`config.mk`:
```
export PLATFORM = sky130hd
export DESIGN_NAME = xorshift_prng_flat
export DESIGN_NICKNAME = d
export VERILOG_FILES = /design/src/rtl/xorshift_prng_if.sv /design/src/rtl/xorshift_prng.sv /design/src/flat_wrapper.sv
export SDC_FILE = /design/constraint.sdc
export NUM_CORES = 1
export LEC_CHECK = 0
export ABC_CLOCK_PERIOD_IN_PS = 4700
export CORE_MARGIN = 4
export CORE_UTILIZATION = 39
export CTS_BUF_LIST = sky130_fd_sc_hd__clkbuf_4 sky130_fd_sc_hd__clkbuf_8
export DETAILED_ROUTE_END_ITERATION = 12
export HOLD_SLACK_MARGIN = 0.08
export PLACE_DENSITY_LB_ADDON = 0.12
export RECOVER_POWER = 100
export SLEW_MARGIN = 5
export SYNTH_ARGS = -nofsm -noshare
export SYNTH_HDL_FRONTEND = slang
export SYNTH_SLANG_ARGS = --single-unit
```
`constraint.sdc`:
```
create_clock -name clk -period 4.7 [get_ports clk]
set_input_delay 0.94 -clock clk [delete_from_list [all_inputs] [get_ports clk]]
set_output_delay 0.94 -clock clk [all_outputs]
set_load 0.05 [all_outputs]
```
`src/rtl/xorshift_prng_if.sv`:
```
// xorshift_prng_if: request/seed/result bundle between a requester (master) and the generator (slave)
// Signals: seed_load, seed_in, req (master->slave); busy, valid, rnd_out, count (slave->master)
// count is present only when PRNG_PERIOD_CNT_EN is defined.
interface xorshift_prng_if #(
  parameter int WIDTH = 16
);
  logic             seed_load;
  logic [WIDTH-1:0] seed_in;
  logic             req;
  logic             busy;
  logic             valid;
  logic [WIDTH-1:0] rnd_out;
`ifdef PRNG_PERIOD_CNT_EN
  logic [WIDTH-1:0] count;
  modport master (output seed_load, seed_in, req, input busy, valid, rnd_out, count);
  modport slave  (input seed_load, seed_in, req, output busy, valid, rnd_out, count);
`else
  modport master (output seed_load, seed_in, req, input busy, valid, rnd_out);
  modport slave  (input seed_load, seed_in, req, output busy, valid, rnd_out);
`endif
endinterface

```
`src/rtl/xorshift_prng.sv`:
```
// xorshift_prng: xorshift generator, one shift-XOR stage per clock, req/valid handshake
// Ports: clk, rst (async, active-high); bus (xorshift_prng_if.slave): seed_load, seed_in, req,
//   busy, valid, rnd_out, and count when PRNG_PERIOD_CNT_EN is defined.
// A zero seed_in is replaced by SEED so the all-zero lock-up state is never entered.
module xorshift_prng #(
  parameter int               WIDTH   = 16,
  parameter int               SHIFT_A = 7,
  parameter int               SHIFT_B = 9,
  parameter int               SHIFT_C = 8,
  parameter logic [WIDTH-1:0] SEED    = {{(WIDTH-1){1'b0}}, 1'b1}
) (
  input logic             clk,
  input logic             rst,
  xorshift_prng_if.slave  bus
);
  typedef enum logic [1:0] {IDLE, ST_A, ST_B, ST_C} state_t;
  state_t           r_state, w_state_nxt;
  logic [WIDTH-1:0] r_x, r_rnd, w_seed, w_step;
  logic             r_valid, w_done;
  always_comb begin
    w_seed      = (bus.seed_in == '0) ? SEED : bus.seed_in;
    w_step      = r_state == ST_A ? r_x ^ (r_x << SHIFT_A) :
                  r_state == ST_B ? r_x ^ (r_x >> SHIFT_B) :
                  r_state == ST_C ? r_x ^ (r_x << SHIFT_C) : r_x;
    w_done      = !bus.seed_load && r_state == ST_C;
    w_state_nxt = bus.seed_load    ? IDLE :
                  r_state == IDLE  ? (bus.req ? ST_A : IDLE) :
                  r_state == ST_A  ? ST_B :
                  r_state == ST_B  ? ST_C : IDLE;
  end
  always_ff @(posedge clk or posedge rst)
    if (rst) begin
      r_state <= IDLE;
      r_x     <= SEED;
      r_valid <= 1'b0;
      r_rnd   <= '0;
    end else begin
      r_state <= w_state_nxt;
      r_x     <= bus.seed_load ? w_seed : w_step;
      r_valid <= w_done;
      if (w_done) r_rnd <= w_step;
    end
  assign bus.busy    = r_state != IDLE;
  assign bus.valid   = r_valid;
  assign bus.rnd_out = r_rnd;
`ifdef PRNG_PERIOD_CNT_EN
  logic [WIDTH-1:0] r_count;
  always_ff @(posedge clk or posedge rst)
    if (rst) r_count <= '0;
    else if (bus.seed_load) r_count <= '0;
    else if (w_done) r_count <= r_count + 1'b1;
  assign bus.count = r_count;
`endif
endmodule

```
`src/flat_wrapper.sv`:
```
// flat-port wrapper written by rule: the top's interface ports become plain ports
module xorshift_prng_flat 
#(
  parameter int               WIDTH   = 16,
  parameter int               SHIFT_A = 7,
  parameter int               SHIFT_B = 9,
  parameter int               SHIFT_C = 8,
  parameter logic [WIDTH-1:0] SEED    = {{(WIDTH-1){1'b0}}, 1'b1}
)
  (clk, rst, bus_seed_load, bus_seed_in, bus_req, bus_busy, bus_valid, bus_rnd_out);
  xorshift_prng_if #(.WIDTH(WIDTH)) bus_i ();
  input logic clk;
  input logic rst;
  input wire logic [$bits(bus_i.seed_load)-1:0] bus_seed_load;
  input wire logic [$bits(bus_i.seed_in)-1:0] bus_seed_in;
  input wire logic [$bits(bus_i.req)-1:0] bus_req;
  output wire logic [$bits(bus_i.busy)-1:0] bus_busy;
  output wire logic [$bits(bus_i.valid)-1:0] bus_valid;
  output wire logic [$bits(bus_i.rnd_out)-1:0] bus_rnd_out;
  assign bus_i.seed_load = bus_seed_load;
  assign bus_i.seed_in = bus_seed_in;
  assign bus_i.req = bus_req;
  assign bus_busy = bus_i.busy;
  assign bus_valid = bus_i.valid;
  assign bus_rnd_out = bus_i.rnd_out;
  xorshift_prng #(.WIDTH(WIDTH), .SHIFT_A(SHIFT_A), .SHIFT_B(SHIFT_B), .SHIFT_C(SHIFT_C), .SEED(SEED)) u_core (.clk(clk), .rst(rst), .bus(bus_i));
endmodule
```
; Yosys cells after proc, flatten, opt, wreduce, memory -nomap -nowiden
; Index checks and enable logic that the tools add are counted.
[op_classes]
addsub = 0
multipliers = 0
div = 0
n_lt_le_gt_ge = 0
n_eq_ne = 3
shifts = 0
mux = 10
bitwise = 3
n_reduce_logical = 5
[op_table]
columns = op, count
row1 = 16-bit two-way mux, 5
row2 = 16-bit XOR, 2
row3 = 16-bit logical NOT, 1
row4 = 16-bit by 7-bit XOR with 16-bit output, 1
row5 = 2-bit two-way mux, 4
row6 = 2-bit == test (second input constant), 2
row7 = 2-bit by 1-bit == test with 1-bit output (second input constant), 1
row8 = 2-bit logical NOT, 1
row9 = 2-bit nonzero test, 1
row10 = 1-bit logical AND, 1
row11 = 1-bit logical NOT, 1
row12 = 1-bit two-way mux, 1
[totals]
regBits = 35
latch_bits = 0
mem_bits_rw = 0
mem_bits_ro = 0
output_inout_bits = 18
n_memories = 0

; Logic depth before layout (Yosys ltp)
; Gate-level depths: netlist of run 1.
[depth]
depth_word = 5
depth_mapped = 7
ltp_nobuf = 5

; Worst setup path before layout of run 1
; Ideal clock, no wire load.
[synth_timing]
path_type = input to register
from = input port bus_seed_load
to = register u_core.r_rnd[0] (netlist: u_core.bus.rnd_out[0])
setup_time_ns = 0.125
arrival_ns = 1.810
t_required_ns = 4.575
setup_slack_ns = 2.765
path_stages = 5
n_path_buf = 2
path_cell_list = buf_6 > nand2b_1 > buf_4 > inv_2 > mux2_2
[synth_between]
elab_chain_cells = 2
[synth_lines]
columns = element, line
row1 = start: declaration, flat_wrapper.sv:14  ; input wire logic [$bits(bus_i.seed_load)-1:0] bus_seed_load;
row2 = 1-bit logical NOT, xorshift_prng.sv:25  ; w_done = !bus.seed_load && r_state == ST_C;
row3 = 1-bit logical AND, xorshift_prng.sv:25
row4 = via u_core.w_done, xorshift_prng.sv:19  ; logic r_valid, w_done;
row5 = end signal: assignment, xorshift_prng.sv:41  ; if (w_done) r_rnd <= w_step;
row6 = end: declaration, xorshift_prng.sv:18  ; logic [WIDTH-1:0] r_x, r_rnd, w_seed, w_step;
; The timed path passes the listed nets, and every way through them passes these cells.
; A chain may end at the register's enable or synchronous reset.

; Worst setup path in the final report of run 1
[layout_timing]
from = input port bus_seed_load
to = register u_core.r_rnd[6] (netlist: u_core.bus.rnd_out[6])
; The elaborated chain is that of the path after synthesis.

==> run_summary.xml, run 1 <==
<?xml version="1.0" encoding="UTF-8"?>
<metrics>
  <group name="synthesis">
    <metric name="synth_area_in_compound_gates" unit="">0.103</metric>
    <metric name="adder_cell_share_of_the_synthesized_area" unit="">0.0272</metric>
    <metric name="ys_async_sr_fraction" unit="">1.00</metric>
    <metric name="mean_syn_cell_area" unit="um2">11.6</metric>
    <metric name="yosys.area_share.xor_xnor" unit="">0.0381</metric>
    <metric name="post_synthesis_cell_area" unit="um2">1840</metric>
    <metric name="post_synth_inst_count" unit="">158</metric>
    <metric name="post_synth_and_or_nand_nor_area_fraction" unit="">0.203</metric>
    <metric name="synthMostInstantiatedCell" unit="">dfrtp_1</metric>
    <metric name="synth_seq_area_share" unit="">0.478</metric>
    <metric name="post_synth_most_frequent_cells" unit="">dfrtp_1, nand2_1, o31ai_1</metric>
    <metric name="netlist.area_leader.share" unit="">0.463</metric>
    <metric name="post-synth-top-area-cell" unit="">dfrtp_1</metric>
    <metric name="ys_ff_latch" unit="">35</metric>
    <metric name="yosys.cell_types.count" unit="">26</metric>
    <metric name="synth_edf_count" unit="">0</metric>
    <metric name="main_synth_ff_type" unit="">dfrtp_1</metric>
    <metric name="post_synth_mux_area_share" unit="">0.0995</metric>
    <metric name="synthesis.nets" unit="">182</metric>
    <metric name="synth_warnings" unit="">0</metric>
    <metric name="synth.area.top_cells" unit="">dfrtp_1, mux2_2, o31ai_1</metric>
    <metric name="main_combinational_cell_family_by_area_after_synthesis" unit="">simple AND/OR/NAND/NOR gates</metric>
  </group>
  <group name="grt">
    <metric name="track_usage" unit="">0.144</metric>
    <metric name="grt_pass1_wl" unit="um">6820</metric>
    <metric name="number_of_antenna_violations_at_the_first_check_in_global_routing" unit="">0</metric>
    <metric name="first_global_vias" unit="">1389</metric>
    <metric name="grt-ovfl-total" unit="">0</metric>
    <metric name="grt_max_degree" unit="">36</metric>
  </group>
  <group name="critical_path">
    <metric name="timing.critical_path.slowest_stage_cell" unit="">clkbuf_1</metric>
    <metric name="reg2reg_slack" unit="ps">2710</metric>
    <metric name="crit_path_start_kind" unit="">input pin</metric>
    <metric name="worstRegToRegCells" unit="">4</metric>
    <metric name="r2r-start" unit="">u_core.r_state[1]</metric>
    <metric name="crit_chain" unit="">dlygate4sd3_1 -&gt; clkbuf_1 -&gt; nand2b_1 -&gt; inv_2 -&gt; mux2_1</metric>
    <metric name="critical_path.startpoint" unit="">bus_seed_load</metric>
    <metric name="timing_worst_setup_path_type" unit="">input pin to flop</metric>
    <metric name="crit_path_end_kind" unit="">flop</metric>
    <metric name="reg2reg_to" unit="">u_core.bus.rnd_out[7]</metric>
    <metric name="critical_path.max_stage_delay" unit="ps">900</metric>
    <metric name="critPathMaxFanout" unit="">28</metric>
    <metric name="worst-endpoint-required" unit="ps">4860</metric>
    <metric name="cp_num_buf_inv" unit="">3</metric>
    <metric name="arrival" unit="ps">3580</metric>
    <metric name="critPathTopFamily" unit="">buffers and inverters</metric>
    <metric name="worst_setup_path_endpoint" unit="">u_core.bus.rnd_out[6]</metric>
    <metric name="stages_on_worst_setup_path" unit="">5</metric>
  </group>
  <group name="timing">
    <metric name="totalNegativeSetupSlack" unit="ps">0</metric>
    <metric name="setup_viol" unit="">0</metric>
    <metric name="final.hold.worst_slack" unit="ps">476</metric>
    <metric name="clock-skew-final" unit="ps">9.57</metric>
    <metric name="max_freq" unit="MHz">293</metric>
    <metric name="finalMaxSlewViolations" unit="">36</metric>
    <metric name="min_period" unit="ps">3420</metric>
    <metric name="hold_violations" unit="">0</metric>
    <metric name="slew_headroom" unit="">-0.225</metric>
    <metric name="post-route-period-util" unit="">0.727</metric>
    <metric name="rsz0062_at_grt" unit="">no</metric>
    <metric name="worst_pin_slew" unit="ps">1840</metric>
  </group>
  <group name="cells_and_area">
    <metric name="ff_latch_area" unit="um2">877</metric>
    <metric name="layout-drive-gt1-share" unit="">0.127</metric>
    <metric name="layout.nets" unit="">220</metric>
    <metric name="fillCellCount" unit="">415</metric>
    <metric name="synthToLayoutAreaGrowth" unit="%">24.6</metric>
    <metric name="antenna-diode-count" unit="">0</metric>
    <metric name="multiInputGateArea" unit="um2">861</metric>
  </group>
  <group name="run">
    <metric name="cap_viol_max_count" unit="">1</metric>
  </group>
  <group name="detailed_routing">
    <metric name="final_antenna_net_count" unit="">0</metric>
    <metric name="routed_wl" unit="um">3950</metric>
    <metric name="vias" unit="">1328</metric>
    <metric name="via_per_inst" unit="">5.33</metric>
    <metric name="firstDrtPassIters" unit="">4</metric>
    <metric name="detail_route.iter0.violations" unit="">100</metric>
    <metric name="post-route-drc-count" unit="">0</metric>
    <metric name="wire_per_inst" unit="um">15.8</metric>
  </group>
  <group name="clock_tree">
    <metric name="cts.repair.resized" unit="">0</metric>
    <metric name="clock_tree.buffer_depth" unit="">2</metric>
    <metric name="clk_root_buffer_cell" unit="">clkbuf_8</metric>
    <metric name="cts_sinks" unit="">35</metric>
    <metric name="path_clk_slew" unit="ps">70</metric>
    <metric name="cts_made_buffers" unit="">5</metric>
    <metric name="cts_setup_buffers" unit="">0</metric>
    <metric name="cts_tree" unit="">done</metric>
    <metric name="cts_hold_repair.buffers" unit="">0</metric>
    <metric name="clock_latency" unit="ps">290</metric>
    <metric name="cts_htree_levels" unit="">2</metric>
  </group>
  <group name="run_status">
    <metric name="violated_checks" unit="">capacitance limit, slew limit</metric>
    <metric name="outcome" unit="">complete, but fails checks</metric>
  </group>
  <group name="placed_design">
    <metric name="dp.final_hpwl" unit="um">2920</metric>
    <metric name="portBuffers" unit="">37</metric>
    <metric name="gp_routability_congestion" unit="">0.797</metric>
  </group>
  <group name="floorplan">
    <metric name="design.core.area" unit="um2">4440</metric>
    <metric name="fp-row-count" unit="">24</metric>
    <metric name="starting_density" unit="">0.413</metric>
    <metric name="fp.dieW" unit="um">76.6</metric>
    <metric name="die_area" unit="um2">5870</metric>
    <metric name="io_pins" unit="">38</metric>
    <metric name="die_height" unit="um">76.6</metric>
  </group>
  <group name="pwr">
    <metric name="total_leakage_power" unit="nW">0.994</metric>
    <metric name="power-per-cell-area" unit="nW/um2">497</metric>
    <metric name="power.ir.vdd_worst" unit="mV">0.246</metric>
  </group>
  <group name="worst_hold_path">
    <metric name="hold_crit_class" unit="">flop to flop</metric>
  </group>
</metrics>
[registers in the layout, summed over array words and instances, names as in the netlist]
register and flops:
u_core.r_state 2, u_core.bus.rnd_out 16, u_core.r_x 16, u_core.bus.valid 1
[tightest hold or removal path, cell delays in order (launching register included)]
cell	delay [ps]
dfrtp_1	340
nand2_1	50
o31ai_1	50
[power by group]
| part | leakage (nW) | total (mW) | switching, mW | internal, mW |
|---|---|---|---|---|
| Clock | 0.0446 | 0.217 | 0.108 | 0.109 |
| Combinational | 0.511 | 0.491 | 0.317 | 0.174 |
| Sequential | 0.438 | 0.428 | 0.0463 | 0.381 |
| Total | 0.994 | 1.14 | 0.472 | 0.665 |
[worst min-delay path by stage]
stage                      startpoint  cells past startpoint                     end
3_3_place_gp    u_core.bus.rnd_out[8]                      2   u_core.bus.rnd_out[8]
6_report        u_core.bus.rnd_out[8]                      2   u_core.bus.rnd_out[8]
4_1_cts        u_core.bus.rnd_out[12]                      2  u_core.bus.rnd_out[12]
5_1_grt         u_core.bus.rnd_out[9]                      2   u_core.bus.rnd_out[9]
2_1_floorplan           u_core.r_x[0]                      2           u_core.r_x[0]
3_5_place_dp   u_core.bus.rnd_out[12]                      2  u_core.bus.rnd_out[12]
[stage by stage]
step / setup slack, ps / util / power (mW) / instances / area [um2]
4_1_cts: 1950 / 0.517 / 1.18 / 249 / 2300
5_1_grt: 1050 / 0.515 / 1.20 / 249 / 2290
2_1_floorplan: 2770 / - / 0.788 / 158 / 1840
3_3_place_gp: 1740 / 0.497 / 0.953 / 241 / 2210
3_5_place_dp: 1720 / 0.497 / 0.957 / 241 / 2210
6_report: 1280 / 0.515 / 1.14 / 249 / 2290
[routing by layer]
layer	GRT usage	share of wire	vias up
li1	-	-	651
met5	0	0	-
met3	0.0426	0.057	6
met2	0.204	0.42	42
met1	0.207	0.51	629
met4	0.0543	0.0091	0
[layout make-up]
| cell class | count | share of cell area |
|---|---|---|
| clock buffers | 6 | 0.0334 |
| clock inverters | 2 | 0.00547 |
| inverters | 5 | 0.00820 |
| multi-input cells | 110 | 0.376 |
| flip-flops and latches | 35 | 0.383 |
| well taps | 52 | 0.0284 |
| repair buffers | 39 | 0.165 |
[cells in the final DEF (no fill, tap or decap), types with 5 or more instances in the layout]
cell,netlist,final
dfrtp_1,34,34
dlygate4sd3_1,0,20
xnor2_1,8,8
and3b_1,8,8
clkdlybuf4s50_1,0,17
a21boi_0,8,8
clkbuf_8,0,5
nand4bb_1,8,8
nand3b_1,6,6
o31ai_1,16,16
nand2_1,25,25
mux2_2,14,14
[cells by family (layout without fill, tap and decap cells)]
kind of cell,after synthesis,in the layout
AOI/OAI and AO/OA,25,25
muxes,16,16
and+or+nand+nor,57,57
buffers and inverters,13,52
DFF,35,35
adders and majority gates,4,4
xor gates and xnor gates,8,8
(Power assumes the default switching activity.)
==> inputs of run 2 (changes only) <==
--- a/config.mk
+++ b/config.mk
@@ -5,7 +5,7 @@
 export SDC_FILE = /design/constraint.sdc
 export NUM_CORES = 1
 export LEC_CHECK = 0
-export ABC_CLOCK_PERIOD_IN_PS = 4700
+export ABC_CLOCK_PERIOD_IN_PS = 3100
 export CORE_MARGIN = 4
 export CORE_UTILIZATION = 39
 export CTS_BUF_LIST = sky130_fd_sc_hd__clkbuf_4 sky130_fd_sc_hd__clkbuf_8
==> constraint.sdc (replaced) <==
create_clock -name clk -period 3.1 [get_ports clk]
set_input_delay 0.62 -clock clk [delete_from_list [all_inputs] [get_ports clk]]
set_output_delay 0.62 -clock clk [all_outputs]
set_load 0.05 [all_outputs]
==> run_summary.xml, run 2 (same netlist as run 1, synthesis figures left out) <==
<?xml version="1.0" encoding="UTF-8"?>
<metrics>
  <group name="run_status">
    <metric name="outcome" unit="">finished clean</metric>
  </group>
  <group name="clock_tree">
    <metric name="cts_hold_repair.buffers" unit="">0</metric>
    <metric name="cts.repair.resized" unit="">0</metric>
    <metric name="clk_root_buffer_cell" unit="">clkbuf_8</metric>
    <metric name="cts_tree" unit="">done</metric>
    <metric name="cts_htree_levels" unit="">2</metric>
    <metric name="clock_tree.buffer_depth" unit="">2</metric>
    <metric name="cts_made_buffers" unit="">5</metric>
    <metric name="path_clk_slew" unit="ps">70</metric>
    <metric name="clock_latency" unit="ps">290</metric>
    <metric name="cts_sinks" unit="">35</metric>
    <metric name="cts_setup_buffers" unit="">0</metric>
  </group>
  <group name="floorplan">
    <metric name="io_pins" unit="">38</metric>
    <metric name="die_height" unit="um">76.6</metric>
    <metric name="fp.dieW" unit="um">76.6</metric>
    <metric name="die_area" unit="um2">5870</metric>
    <metric name="design.core.area" unit="um2">4440</metric>
    <metric name="starting_density" unit="">0.413</metric>
    <metric name="fp-row-count" unit="">24</metric>
  </group>
  <group name="critical_path">
    <metric name="worst-endpoint-required" unit="ps">2480</metric>
    <metric name="timing_worst_setup_path_type" unit="">flop to output port</metric>
    <metric name="crit_path_start_kind" unit="">flop</metric>
    <metric name="crit_path_end_kind" unit="">output port</metric>
    <metric name="critPathMaxFanout" unit="">3</metric>
    <metric name="arrival" unit="ps">1870</metric>
  </group>
  <group name="cells_and_area">
    <metric name="finalInstanceArea" unit="um2">2290</metric>
    <metric name="layout.cells.most_common_list" unit="">dfrtp_1, nand2_1, dlygate4sd3_1</metric>
    <metric name="antenna-diode-count" unit="">0</metric>
    <metric name="layout.cells.most_common" unit="">dfrtp_1</metric>
    <metric name="fillCellCount" unit="">427</metric>
    <metric name="synthToLayoutAreaGrowth" unit="%">24.6</metric>
    <metric name="layout.nets" unit="">220</metric>
    <metric name="layout-drive-gt1-share" unit="">0.122</metric>
    <metric name="layoutNonFillerInstCount" unit="">249</metric>
  </group>
  <group name="placed_design">
    <metric name="dp.final_hpwl" unit="um">3060</metric>
    <metric name="place_inst" unit="">241</metric>
    <metric name="portBuffers" unit="">37</metric>
    <metric name="post_dp_cell_area" unit="um2">2210</metric>
    <metric name="gp_routability_congestion" unit="">0.791</metric>
    <metric name="detailedPlace.worstSlack" unit="ps">756</metric>
  </group>
  <group name="timing">
    <metric name="setup_viol" unit="">0</metric>
    <metric name="finalMaxSlewViolations" unit="">0</metric>
    <metric name="totalNegativeSetupSlack" unit="ps">0</metric>
    <metric name="min_period" unit="ps">2490</metric>
    <metric name="post-route-period-util" unit="">0.803</metric>
    <metric name="final_worst_path_setup_slack" unit="ps">612</metric>
    <metric name="worst_pin_slew" unit="ps">1200</metric>
    <metric name="max_freq" unit="MHz">402</metric>
    <metric name="slew_headroom" unit="">0.199</metric>
    <metric name="clock-skew-final" unit="ps">9.58</metric>
    <metric name="final.hold.worst_slack" unit="ps">473</metric>
    <metric name="hold_violations" unit="">0</metric>
    <metric name="rsz0062_at_grt" unit="">no</metric>
  </group>
  <group name="detailed_routing">
    <metric name="firstDrtPassIters" unit="">4</metric>
    <metric name="routed_wl" unit="um">4050</metric>
    <metric name="vias" unit="">1314</metric>
    <metric name="detail_route.iter0.violations" unit="">53</metric>
    <metric name="final_antenna_net_count" unit="">0</metric>
    <metric name="wire_per_inst" unit="um">16.3</metric>
    <metric name="via_per_inst" unit="">5.28</metric>
    <metric name="post-route-drc-count" unit="">0</metric>
  </group>
  <group name="pwr">
    <metric name="power.ir.vdd_worst" unit="mV">0.431</metric>
    <metric name="power-per-cell-area" unit="nW/um2">754</metric>
    <metric name="total_leakage_power" unit="nW">0.996</metric>
  </group>
  <group name="run">
    <metric name="cap_viol_max_count" unit="">0</metric>
  </group>
  <group name="grt">
    <metric name="grt-ovfl-total" unit="">0</metric>
    <metric name="track_usage" unit="">0.151</metric>
    <metric name="number_of_antenna_violations_at_the_first_check_in_global_routing" unit="">0</metric>
    <metric name="grt_max_degree" unit="">28</metric>
    <metric name="grt_pass1_wl" unit="um">7030</metric>
    <metric name="first_global_vias" unit="">1441</metric>
  </group>
  <group name="worst_hold_path">
    <metric name="hold_crit_class" unit="">flop to flop</metric>
  </group>
</metrics>
## run 2: final timing paths
| path | from | to | slack, ps | cells after the start |
|---|---|---|---|---|
| min in group asynchronous | rst | u_core.r_x[12] | 810 | 2 |
| worst min register to register | u_core.bus.rnd_out[8] | u_core.bus.rnd_out[8] | 470 | 2 |
| max in group asynchronous | rst | u_core.bus.rnd_out[0] | 810 | 3 |
| worst max register to register | u_core.r_state[1] | u_core.bus.rnd_out[7] | 1010 | 4 |
| worst min-delay path | u_core.bus.rnd_out[8] | u_core.bus.rnd_out[8] | 470 | 2 |
| worst max-delay path | u_core.r_state[0] | bus_busy | 610 | 4 |
## run 2: where the power goes
group | internal (mW) | switching [mW] | leakage, nW | total, mW
clock | 0.166 | 0.165 | 0.0446 | 0.330
sequential | 0.578 | 0.0711 | 0.438 | 0.649
combinational | 0.264 | 0.482 | 0.514 | 0.746
## run 2: per-stage QoR
stage | utilization | total power [mW]
final | 0.515 | 1.73
after global routing | 0.515 | 1.82
after CTS | 0.517 | 1.79
after detailed placement | 0.497 | 1.45
after global placement | 0.497 | 1.44
after floorplan | - | 1.19
## run 2: critical path, stage by stage, from the launching register on
cell and delay [ps]:
dfrtp_1 370, inv_1 70, ha_1 220, inv_1 50, dlygate4sd3_1 860
## run 2: metal layers
layer  wire, um  track usage  vias to the layer above
met5          0            0                        -
met4         78       0.0652                        0
met3        237       0.0461                        8
met2       1700        0.218                       38
met1       2030        0.210                      622
li1           -            -                      646
## run 2: final cells by class
type                       instances  area, um2  share of cell area
sequential                        35        877               0.383
multi-input combinational        110        861               0.376
timing repair buffer              39        378               0.165
clock buffer                       6       76.3              0.0334
tap                               52       65.1              0.0284
inverter                           5       18.8             0.00820
clock inverter                     2       12.5             0.00547
==> inputs of run 3 (changes only) <==
--- a/config.mk
+++ b/config.mk
@@ -5,7 +5,7 @@
 export SDC_FILE = /design/constraint.sdc
 export NUM_CORES = 1
 export LEC_CHECK = 0
-export ABC_CLOCK_PERIOD_IN_PS = 3100
+export ABC_CLOCK_PERIOD_IN_PS = 2560
 export CORE_MARGIN = 4
 export CORE_UTILIZATION = 39
 export CTS_BUF_LIST = sky130_fd_sc_hd__clkbuf_4 sky130_fd_sc_hd__clkbuf_8
==> constraint.sdc (replaced) <==
create_clock -name clk -period 2.56 [get_ports clk]
set_input_delay 0.512 -clock clk [delete_from_list [all_inputs] [get_ports clk]]
set_output_delay 0.512 -clock clk [all_outputs]
set_load 0.05 [all_outputs]
==> run_summary.xml, run 3 (same netlist as run 1, synthesis figures left out) <==
<?xml version="1.0" encoding="UTF-8"?>
<metrics>
  <group name="worst_hold_path">
    <metric name="worstHoldEndpoint" unit="">u_core.bus.rnd_out[14]</metric>
    <metric name="worst_hold_startpoint" unit="">u_core.bus.rnd_out[14]</metric>
    <metric name="hold_crit_class" unit="">flop to flop</metric>
    <metric name="worst_hold_path.num_cells" unit="">2</metric>
  </group>
  <group name="floorplan">
    <metric name="design.core.area" unit="um2">4440</metric>
    <metric name="starting_density" unit="">0.413</metric>
    <metric name="fp-row-count" unit="">24</metric>
    <metric name="die_area" unit="um2">5870</metric>
    <metric name="die_height" unit="um">76.6</metric>
    <metric name="io_pins" unit="">38</metric>
    <metric name="fp.dieW" unit="um">76.6</metric>
  </group>
  <group name="grt">
    <metric name="number_of_antenna_violations_at_the_first_check_in_global_routing" unit="">0</metric>
    <metric name="first_global_vias" unit="">1356</metric>
    <metric name="track_usage" unit="">0.142</metric>
    <metric name="grt-ovfl-total" unit="">0</metric>
    <metric name="grt_max_degree" unit="">36</metric>
    <metric name="grt_pass1_wl" unit="um">6580</metric>
  </group>
  <group name="placed_design">
    <metric name="portBuffers" unit="">37</metric>
    <metric name="detailedPlace.worstSlack" unit="ps">518</metric>
    <metric name="gp_routability_congestion" unit="">0.762</metric>
    <metric name="dp.final_hpwl" unit="um">2900</metric>
  </group>
  <group name="clock_tree">
    <metric name="cts_tree" unit="">done</metric>
    <metric name="cts_htree_levels" unit="">2</metric>
    <metric name="cts_hold_repair.buffers" unit="">0</metric>
    <metric name="clock_latency" unit="ps">290</metric>
    <metric name="cts_setup_buffers" unit="">0</metric>
    <metric name="cts_made_buffers" unit="">5</metric>
    <metric name="path_clk_slew" unit="ps">70</metric>
    <metric name="clk_root_buffer_cell" unit="">clkbuf_8</metric>
    <metric name="clock_tree.buffer_depth" unit="">2</metric>
    <metric name="cts.repair.resized" unit="">0</metric>
    <metric name="cts_sinks" unit="">35</metric>
  </group>
  <group name="critical_path">
    <metric name="critical_path.max_stage_delay" unit="ps">860</metric>
    <metric name="arrival" unit="ps">1880</metric>
    <metric name="r2r-start" unit="">u_core.r_state[1]</metric>
    <metric name="timing_worst_setup_path_type" unit="">flop to output port</metric>
    <metric name="critPathMaxFanout" unit="">3</metric>
    <metric name="timing.critical_path.slowest_stage_cell" unit="">dlygate4sd3_1</metric>
    <metric name="reg2reg_slack" unit="ps">800</metric>
    <metric name="worst-endpoint-required" unit="ps">2050</metric>
    <metric name="crit_path_end_kind" unit="">output port</metric>
    <metric name="crit_chain" unit="">inv_1 -&gt; ha_1 -&gt; inv_1 -&gt; dlygate4sd3_1</metric>
    <metric name="path_common_cell" unit="">inv_1</metric>
    <metric name="worstRegToRegCells" unit="">5</metric>
    <metric name="reg2reg_to" unit="">u_core.r_x[14]</metric>
    <metric name="crit_path_start_kind" unit="">flop</metric>
  </group>
  <group name="timing">
    <metric name="min_period" unit="ps">2400</metric>
    <metric name="totalNegativeSetupSlack" unit="ps">0</metric>
    <metric name="setup_viol" unit="">0</metric>
    <metric name="worst_pin_slew" unit="ps">1190</metric>
    <metric name="post-route-period-util" unit="">0.936</metric>
    <metric name="clock-skew-final" unit="ps">7.52</metric>
    <metric name="rsz0062_at_grt" unit="">no</metric>
    <metric name="max_freq" unit="MHz">417</metric>
    <metric name="hold_violations" unit="">0</metric>
    <metric name="finalMaxSlewViolations" unit="">0</metric>
    <metric name="final_worst_path_setup_slack" unit="ps">164</metric>
    <metric name="slew_headroom" unit="">0.204</metric>
  </group>
  <group name="detailed_routing">
    <metric name="routed_wl" unit="um">3940</metric>
    <metric name="detail_route.iter0.violations" unit="">45</metric>
    <metric name="firstDrtPassIters" unit="">4</metric>
    <metric name="post-route-drc-count" unit="">0</metric>
    <metric name="via_per_inst" unit="">5.30</metric>
    <metric name="final_antenna_net_count" unit="">0</metric>
    <metric name="vias" unit="">1326</metric>
    <metric name="wire_per_inst" unit="um">15.8</metric>
  </group>
  <group name="pwr">
    <metric name="total_leakage_power" unit="nW">0.987</metric>
    <metric name="power_switching_share" unit="">0.417</metric>
    <metric name="power-per-cell-area" unit="nW/um2">909</metric>
    <metric name="power.share.combinational" unit="">0.437</metric>
    <metric name="power.net_switching" unit="mW">0.866</metric>
    <metric name="seq_power_share" unit="">0.378</metric>
    <metric name="p_total" unit="mW">2.08</metric>
    <metric name="power_frac_clock" unit="">0.185</metric>
    <metric name="power.ir.vdd_worst" unit="mV">0.604</metric>
    <metric name="p_int" unit="mW">1.21</metric>
  </group>
  <group name="cells_and_area">
    <metric name="synthToLayoutAreaGrowth" unit="%">24.3</metric>
    <metric name="layout.core_utilization" unit="">0.514</metric>
    <metric name="fillCellCount" unit="">413</metric>
    <metric name="layout.nets" unit="">221</metric>
    <metric name="antenna-diode-count" unit="">0</metric>
    <metric name="layout-drive-gt1-share" unit="">0.131</metric>
    <metric name="layout.cells.most_common_list" unit="">dfrtp_1, nand2_1, dlygate4sd3_1</metric>
    <metric name="layout.cells.most_common" unit="">dfrtp_1</metric>
  </group>
  <group name="run_status">
    <metric name="outcome" unit="">finished clean</metric>
  </group>
  <group name="run">
    <metric name="cap_viol_max_count" unit="">0</metric>
  </group>
</metrics>
## run 3: cell count changes in the layout (fill, tap and decap cells not counted), sizes merged
cell,delta
buf,+1
clkbuf,-1
clkinv,+2
clkinvlp,-1
## run 3: worst max path at each step
stage / start / endpoint / cells past startpoint
CTS: u_core.r_state[0] / bus_busy / 4
global placement: u_core.r_state[0] / bus_busy / 4
global route: u_core.r_state[0] / bus_busy / 4
floorplan: u_core.r_state[0] / u_core.r_x[6] / 6
finish: u_core.r_state[0] / bus_busy / 4
detailed placement: u_core.r_state[0] / bus_busy / 4
## run 3: worst max-delay path: cells and delay by family, from the launching register on
| kind | cells | cell delay (ps) |
|---|---|---|
| buf+inv | 3 | 990 |
| flops | 1 | 380 |
| fa+ha+maj | 1 | 220 |
## run 3: layout make-up
cell class              count  area, um2  area share
inverters                   5       18.8     0.00822
clock buffers               5       68.8      0.0301
clock inverters             3       15.0     0.00658
well taps                  52       65.1      0.0285
flip-flops and latches     35        877       0.384
multi-input cells         110        852       0.373
repair buffers             40        387       0.169
## run 3: power groups by stage
stage	Sequential (mW)	Clock, mW	Combinational, mW
2_1_floorplan	1.17	0	0.281
3_3_place_gp	0.793	0	0.953
3_5_place_dp	0.801	0	0.957
4_1_cts	0.794	0.393	0.963
5_1_grt	0.803	0.417	0.958
6_report	0.784	0.384	0.908
## run 3: metal layers
metal | vias to the layer above | track usage | share of wire
met4 | 0 | 0.0543 | 0.012
li1 | 651 | - | -
met2 | 40 | 0.198 | 0.42
met3 | 6 | 0.0366 | 0.050
met1 | 629 | 0.208 | 0.52
met5 | - | 0 | 0
## run 3: through the flow
stage | area [um2] | hold WS (ps) | std cells
final | 2280 | 472 | 250
after global routing | 2280 | 498 | 250
after CTS | 2300 | 481 | 250
after detailed placement | 2220 | 465 | 242
after global placement | 2220 | 460 | 242
after floorplan | 1840 | 609 | 158
